===== src/rtl/byte_packer_if.sv =====
// -----------------------------------------------------------------------------
// byte_packer_if
// Byte-stream / word-FIFO signal bundle for byte_packer.
//   byte_in[7:0]    upstream data byte
//   byte_valid      byte_in holds a valid byte
//   byte_ready      packer can accept a byte this cycle
//   flush           emit any partial word, padded
//   full            downstream FIFO cannot accept a write
//   wr_en           one-cycle FIFO write strobe
//   data_out[31:0]  packed word, valid while wr_en=1
//   fill[1:0]       bytes held in the partial word
//   parity_in       even parity over byte_in (BYTE_PACKER_PARITY_EN only)
//   parity_err      sticky parity error flag (BYTE_PACKER_PARITY_EN only)
// Modports: master = upstream/FIFO side, slave = packer.
// Optional feature macro: BYTE_PACKER_PARITY_EN.
// -----------------------------------------------------------------------------
interface byte_packer_if;
   logic [7:0]  byte_in;
   logic        byte_valid;
   logic        byte_ready;
   logic        flush;
   logic        full;
   logic        wr_en;
   logic [31:0] data_out;
   logic [1:0]  fill;
`ifdef BYTE_PACKER_PARITY_EN
   logic        parity_in;
   logic        parity_err;

   modport master (
      output byte_in, byte_valid, flush, full, parity_in,
      input  byte_ready, wr_en, data_out, fill, parity_err
   );

   modport slave (
      input  byte_in, byte_valid, flush, full, parity_in,
      output byte_ready, wr_en, data_out, fill, parity_err
   );
`else
   modport master (
      output byte_in, byte_valid, flush, full,
      input  byte_ready, wr_en, data_out, fill
   );

   modport slave (
      input  byte_in, byte_valid, flush, full,
      output byte_ready, wr_en, data_out, fill
   );
`endif
endinterface


===== src/rtl/byte_packer.sv =====
// -----------------------------------------------------------------------------
// byte_packer
// Packs a stream of 8-bit bytes (little-endian) into 32-bit words and writes
// each completed word to a downstream FIFO with a single-cycle wr_en pulse.
// A partial word can be flushed out with unused lanes set to PAD_BYTE.
// While the FIFO is full a completed word is held (STALL) and byte_ready drops.
//
// Parameters:
//   PAD_BYTE  fill value for unused byte lanes on flush
// Ports:
//   clk   rising-edge system clock
//   rst   asynchronous active-high reset
//   bus   byte_packer_if.slave (byte_in/byte_valid/byte_ready, flush, full,
//         wr_en/data_out, fill, and parity_in/parity_err when enabled)
// Optional feature macro: BYTE_PACKER_PARITY_EN
//   adds even-parity checking of byte_in; bad bytes are handshaken but dropped
//   and set the sticky parity_err flag.
// -----------------------------------------------------------------------------
module byte_packer #(
   parameter logic [7:0] PAD_BYTE = 8'h00
) (
   input  logic          clk,
   input  logic          rst,
   byte_packer_if.slave  bus
);

   typedef enum logic [1:0] {
      IDLE  = 2'd0,
      FILL  = 2'd1,
      STALL = 2'd2
   } state_t;

   state_t      state_q;
   state_t      state_d;

   logic [1:0]  cnt_q;
   logic [31:0] word_q;
   logic [31:0] data_q;
   logic        wr_q;

   logic        byte_ready;
   logic        accept;
   logic        pack;
   logic        par_ok;
   logic [2:0]  cnt_pack;
   logic [31:0] word_pack;
   logic [31:0] word_cmp;
   logic        complete;
   logic        can_write;

`ifdef BYTE_PACKER_PARITY_EN
   logic        parity_err_q;

   assign par_ok = (bus.parity_in == ^bus.byte_in);

   always_ff @(posedge clk or posedge rst) begin
      if (rst) begin
         parity_err_q <= 1'b0;
      end else if (accept && !par_ok) begin
         parity_err_q <= 1'b1;
      end
   end

   assign bus.parity_err = parity_err_q;
`else
   assign par_ok = 1'b1;
`endif

   // State register
   always_ff @(posedge clk or posedge rst) begin
      if (rst) begin
         state_q <= IDLE;
      end else begin
         state_q <= state_d;
      end
   end

   // Next-state and datapath next values
   always_comb begin
      accept    = bus.byte_valid && byte_ready;
      pack      = accept && par_ok;
      cnt_pack  = {1'b0, cnt_q} + {2'b00, pack};

      // The accepted byte is packed first; a same-edge flush then pads the rest.
      word_pack = word_q;
      if (pack) begin
         word_pack[{cnt_q, 3'b000} +: 8] = bus.byte_in;
      end
      word_cmp = word_pack;
      for (int unsigned i = 0; i < 4; i++) begin
         if (i >= 32'(cnt_pack)) begin
            word_cmp[i*8 +: 8] = PAD_BYTE;
         end
      end

      complete  = (state_q != STALL) &&
                  ((cnt_pack == 3'd4) || (bus.flush && (cnt_pack != 3'd0)));

      // A write in the cycle right after another write is deferred through
      // STALL so wr_en can never be high on two consecutive cycles (reachable
      // when a single byte is flushed right behind an emitted word).
      can_write = !bus.full && !wr_q;

      state_d   = state_q;
      case (state_q)
         STALL: begin
            if (can_write) begin
               state_d = IDLE;
            end
         end
         default: begin
            if (complete) begin
               state_d = can_write ? IDLE : STALL;
            end else if (cnt_pack != 3'd0) begin
               state_d = FILL;
            end else begin
               state_d = IDLE;
            end
         end
      endcase
   end

   // Outputs decoded from state
   always_comb begin
      byte_ready = (state_q != STALL) && !rst;
   end

   // Datapath registers
   always_ff @(posedge clk or posedge rst) begin
      if (rst) begin
         cnt_q  <= '0;
         word_q <= '0;
         data_q <= '0;
         wr_q   <= 1'b0;
      end else begin
         wr_q <= 1'b0;
         if (state_q == STALL) begin
            if (can_write) begin
               wr_q   <= 1'b1;
               data_q <= word_q;
            end
         end else if (complete) begin
            cnt_q  <= '0;
            word_q <= word_cmp;
            if (can_write) begin
               wr_q   <= 1'b1;
               data_q <= word_cmp;
            end
         end else begin
            cnt_q  <= cnt_pack[1:0];
            word_q <= word_pack;
         end
      end
   end

   assign bus.byte_ready = byte_ready;
   assign bus.wr_en      = wr_q;
   assign bus.data_out   = data_q;
   assign bus.fill       = cnt_q;

endmodule


===== src/flat_wrapper.sv =====
// flat-port wrapper written by rule: the top's interface ports become plain ports
module byte_packer_flat 
#(
   parameter logic [7:0] PAD_BYTE = 8'h00
)
  (clk, rst, bus_byte_in, bus_byte_valid, bus_flush, bus_full, bus_byte_ready, bus_wr_en, bus_data_out, bus_fill);
  byte_packer_if bus_i ();
  input  logic clk;
  input  logic rst;
  input wire logic [$bits(bus_i.byte_in)-1:0] bus_byte_in;
  input wire logic [$bits(bus_i.byte_valid)-1:0] bus_byte_valid;
  input wire logic [$bits(bus_i.flush)-1:0] bus_flush;
  input wire logic [$bits(bus_i.full)-1:0] bus_full;
  output wire logic [$bits(bus_i.byte_ready)-1:0] bus_byte_ready;
  output wire logic [$bits(bus_i.wr_en)-1:0] bus_wr_en;
  output wire logic [$bits(bus_i.data_out)-1:0] bus_data_out;
  output wire logic [$bits(bus_i.fill)-1:0] bus_fill;
  assign bus_i.byte_in = bus_byte_in;
  assign bus_i.byte_valid = bus_byte_valid;
  assign bus_i.flush = bus_flush;
  assign bus_i.full = bus_full;
  assign bus_byte_ready = bus_i.byte_ready;
  assign bus_wr_en = bus_i.wr_en;
  assign bus_data_out = bus_i.data_out;
  assign bus_fill = bus_i.fill;
  byte_packer #(.PAD_BYTE(PAD_BYTE)) u_core (.clk(clk), .rst(rst), .bus(bus_i));
endmodule

===== config.mk =====
export PLATFORM = sky130hd
export DESIGN_NAME = byte_packer_flat
export DESIGN_NICKNAME = d
export VERILOG_FILES = /design/src/rtl/byte_packer_if.sv /design/src/rtl/byte_packer.sv /design/src/flat_wrapper.sv
export SDC_FILE = /design/constraint.sdc
export NUM_CORES = 1
export LEC_CHECK = 0
export BUFFER_PORTS_ARGS = -buffer_cell sky130_fd_sc_hd__buf_2
export CAP_MARGIN = 20
export CELL_PAD_IN_SITES_DETAIL_PLACEMENT = 1
export CELL_PAD_IN_SITES_GLOBAL_PLACEMENT = 1
export CORE_ASPECT_RATIO = 0.75
export CORE_MARGIN = 2
export CORE_UTILIZATION = 45
export DETAILED_ROUTE_END_ITERATION = 8
export PLACE_DENSITY_LB_ADDON = 0.08
export SLEW_MARGIN = 30
export SYNTH_ARGS = -nofsm -noshare
export SYNTH_HDL_FRONTEND = slang
export SYNTH_SLANG_ARGS = --single-unit

===== constraint.sdc =====
create_clock -name clk -period 3.7 [get_ports clk]
set_input_delay 0.74 -clock clk [delete_from_list [all_inputs] [get_ports clk]]
set_output_delay 0.74 -clock clk [all_outputs]
set_load 0.01 [all_outputs]

* Word level (Yosys, flattened, before mapping)
Index checks and enable logic that the tools add are counted.
Storage, ports and cells: input port bits 13, logic and storage cells 49, output and inout port bits 36, flip-flop bits (word level) 69
Cells by class: reduce and logical (&&, ||, !) cells 12, $add $sub $neg 2, multiplexer cells 20, equality and inequality tests 4, magnitude comparators 4, shift-type cells 2
Operators by type and width (count):
- two-way mux 32 bit | 6
- bitwise mux 32 bit | 1
- two-way mux 8 bit | 4
- variable shift 8 x 7 -> 32 bit (first input constant) | 1
- variable part select 8 x 7 -> 32 bit | 1
- two-way mux 2 bit | 5
- negation 5 -> 7 bit | 1
- greater-or-equal comparator 1 x 3 -> 1 bit (first input constant) | 2
- greater-or-equal comparator 2 x 3 -> 1 bit (first input constant) | 2
- logical AND 1 bit | 5
- two-way mux 1 bit | 4
- adder 2 x 1 -> 3 bit | 1
- == test 3 bit (second input constant) | 1
- zero test 1 bit | 3
- nonzero test 3 bit | 1
- == test 2 bit (second input constant) | 1
- != test 2 x 1 -> 1 bit (second input constant) | 1
- != test 2 bit (second input constant) | 1
- AND reduction 2 bit | 1
- nonzero test 2 bit | 1
- logical OR 1 bit | 1

* Logic depth before layout (Yosys ltp)
word-level depth 10, gate-level depth with buffers 14, mapped depth without buffers 9

* Least setup slack after synthesis
OpenSTA, ideal clock, no wires.
kind input port to flip-flop, start input bus_byte_valid, end register u_core.word_q[10], stages 9, slack 693 ps, arrival time 2886 ps, library setup time 121 ps, path through or2b_1 -> nor2_1 -> ha_1 -> inv_1 -> ha_1 -> or3b_4 -> a21boi_0 -> o21ai_2 -> a22o_1
Between the ends: longest elaborated chain between the ends 7, elaborated cells on any way between the ends 11, those cells by class add/sub (1); order compare (1); eq/ne (1); mux (3); reduce/logical (5)
RTL lines:
- start: declaration | RTL line flat_wrapper.sv:11 | input wire logic [$bits(bus_i.byte_valid)-1:0] bus_byte_valid;
- logical AND 1 bit * | RTL line byte_packer.sv:80 | accept = bus.byte_valid && byte_ready;
- branches (longest 5 deep; another with adder 2 x 1 -> 3 bit)
- two-way mux 32 bit * | RTL line byte_packer.sv:142 | end else if (complete) begin
- end signal: assignment | RTL line byte_packer.sv:144 | word_q <= word_cmp;
- end signal: assignment | RTL line byte_packer.sv:151 | word_q <= word_pack;
- end: declaration | RTL line byte_packer.sv:37 | logic [31:0] word_q;
Mark *: on every way between the ends. A chain may end at the register's enable or synchronous reset.

* Worst setup path in the final report
start input rst, end register u_core.word_q[10]
Between the ends: longest elaborated chain between the ends 9, elaborated cells on any way between the ends 13, those cells by class add/sub (1); order compare (1); eq/ne (1); mux (3); reduce/logical (7)
RTL lines:
- start: declaration | RTL line flat_wrapper.sv:9 | input logic rst;
- zero test 1 bit * | RTL line byte_packer.sv:125 | byte_ready = (state_q != STALL) && !rst;
- logical AND 1 bit * | RTL line byte_packer.sv:125
- logical AND 1 bit * | RTL line byte_packer.sv:80
- branches (longest 5 deep; another with adder 2 x 1 -> 3 bit)
- two-way mux 32 bit * | RTL line byte_packer.sv:142
Marks and branches as above.

==> impl_metrics.ini <==
[run_status]
status = completed

[sta]
slew_viol_final = 0
setup_viol = 0
relSlewSlack_pct = 40.0
period_needed_ns = 3.12
hold_violations = 0
max_freq_mhz = 321
rsz0062_at_grt = no
skew_ns = 0.0139
fin_crit_sh_pct = 84.2
fin_setup_tns_ns = 0
tightest_slew_ns = 0.890

[layout]
area_delta_synth_final_pct = 18.9
stdcell_area_um2 = 4100
num_antenna_cells = 0
stdcell_count = 477
layout_common_cells = dfrtp_1 (69), buf_2 (48), a21oi_1 (33), nor2_1 (29), a22o_1 (24)
drive_gt1_share_pct = 23.4
fin_nets = 393
final_util_pct = 55.4
layout_commonest_cell = dfrtp_1

[synth]
synthDistinctLibCells = 43
synth.net_count = 338
synthCells = 316
synth_seq_area_share_pct = 50.1
synth-edff-count = 0
ys_warn_count = 0
async_flop_share_pct = 100
synth-main-ff-cell = dfrtp_1
ys_ff_latch = 69
avgSynthCellArea_um2 = 10.9
syn_area_um2 = 3450

[power_and_ir_drop]
p_sw_share_pct = 37.4
p_comb_share_pct = 38.2
peakVddDrop_uv = 337
power.share.clock_pct = 25.3
switching_power_uw = 1130
internal-power_uw = 1890
power_density_nw_per_um2 = 738
p_seq_share_pct = 36.5
p_leak_uw = 0.00184

[detailed_routing]
drt_pass1_iterations = 4
via_per_inst = 5.86
drt_iter0_drc = 90
drt_wl_total_mm = 9.18
drc = 0
routedWlPerCell_um = 19.3
ant_nets = 0
dr_total_vias = 2797

[critical_path]
critPathMostFrequentCell = ha_1
worstPathCellList = buf_2 -> or2b_1 -> nor2_1 -> ha_1 -> inv_1 -> ha_1 -> or3b_4 -> a21boi_0 -> o21ai_2 -> a22o_1
end_kind = flop
cp_max_fo = 8
r2r-start = u_core.state_q[1]
r2r-end = u_core.word_q[10]
r2r_cells = 9
cp.arrival_ns = 3.35
cp_slowest_cell = a21boi_0
crit_type = primary input to flop
max_stage_delay_ns = 0.48
r2r_slack_ns = 0.67
cp-start-kind = primary input
worstPathRequired_ns = 3.93

[cts]
cts_resized = 0
cts_max_path_buffers = 2
cts_root_buf = clkbuf_8
cts_buffers = 9
cts_tree = done
cts.sinks = 69
post_cts_buffers = 0
htreeDepth = 3
cts_hold_buf = 0
clock_latency_ns = 0.35
cts.reportedPaths.clkPinSlew_ns = 0.07

[global_routing]
grt_pass1_vias = 2983
grt_pass1_wl_mm = 15.6
grt_max_degree = 55
antenna_found_initial = 0
grt_overflow = 0
grt_usage_pct = 24.4

[placed_design]
dp_cells = 461
dpl_cell_area_um2 = 3850
place.gp.congestion = 0.865
portBuffers = 48
post-dp-hpwl_mm = 6.53

[die]
initial_utilization_pct = 46.6
ios = 49
coreArea_um2 = 7400
die_area_um2 = 8380
die_w_um = 105
num_rows = 27
die_h_um = 79.8

[job]
cap_violations = 0

[min_path]
holdCritStartpoint = u_core.word_q[25]
hold-path-cell-count = 1
min_to = u_core.word_q[25]
hold_path_class = flop to flop
-- state kept, by name, summed over array words and instances (netlist names) --
signal	flops
u_core.bus.data_out	32
u_core.state_q	2
u_core.bus.fill	2
u_core.word_q	32
u_core.bus.wr_en	1
-- stage by stage --
stage          power [µW]  setup slack, ns  hold WS [ns]
6_report             3020            0.584         0.516
5_1_grt              3250            0.364         0.544
4_1_cts              3060            0.607         0.516
3_5_place_dp         2280            0.240         0.493
3_3_place_gp         2240            0.365         0.492
2_1_floorplan        1840            0.693         0.473
-- synthesized netlist by cell type (2+ instances only) --
cell | number | area (µm²)
mux2i_1 | 16 | 160
dfrtp_1 | 69 | 1730
nor4bb_1 | 2 | 20.0
ha_1 | 9 | 113
and3b_1 | 2 | 17.5
a21oi_1 | 33 | 165
nor2b_1 | 4 | 25.0
or3b_4 | 2 | 22.5
and2_1 | 16 | 100
buf_2 | 9 | 45.0
a211oi_1 | 8 | 60.1
and3_1 | 6 | 37.5
nor2_1 | 29 | 109
buf_4 | 2 | 15.0
nor4_2 | 2 | 25.0
o32ai_1 | 8 | 70.1
a22oi_1 | 16 | 120
inv_1 | 4 | 15.0
nand3b_1 | 13 | 97.6
o21ai_0 | 12 | 60.1
a22o_1 | 24 | 210
nand2_1 | 9 | 33.8
-- power by group through the flow --
stage	Sequential, µW	Combinational (µW)	Clock [µW]
after floorplan	1180	661	0
after global placement	1110	1130	0
after detailed placement	1120	1160	0
after CTS	1110	1170	782
after global routing	1140	1300	817
final	1100	1150	766
-- critical path: cells and delay by family --
| kind | cells | cell delay (ns) |
|---|---|---|
| adders and majority gates | 2 | 0.55 |
| and+or+nand+nor | 3 | 0.84 |
| AOI/OAI and AO/OA | 3 | 1.01 |
| buffers and inverters | 2 | 0.19 |
-- area by class of cell --
class	instances	area [µm²]
sequential	69	1730
multi-input combinational	228	1630
inverter	4	15.0
fill	833	3300
timing repair buffer	59	348
tap	101	126
clock inverter	5	108
clock buffer	11	141
-- cell families after synthesis --
logic type | count (synthesis) | share of synthesized area (%)
AOI/OAI and AO/OA | 108 | 22.0
DFF | 69 | 50.1
and+or+nand+nor | 95 | 17.1
muxes | 16 | 4.65
adders and majority gates | 9 | 3.27
buffers and inverters | 19 | 2.87
-- per-layer routing --
layer,share of wire (%),track usage [%]
met4,1.3,6.80
met1,47,33.5
met2,46,38.8
met3,6.6,5.71
met5,0,0
-- how the worst max path moves through the flow --
stage | end | from | slack (ns)
final | u_core.word_q[10] | rst | 0.58
after global routing | u_core.word_q[25] | rst | 0.36
after CTS | u_core.word_q[26] | rst | 0.61
after detailed placement | u_core.word_q[26] | rst | 0.24
after global placement | u_core.word_q[13] | rst | 0.36
after floorplan | u_core.word_q[10] | bus_byte_valid | 0.69
(Power assumes the default switching activity.)
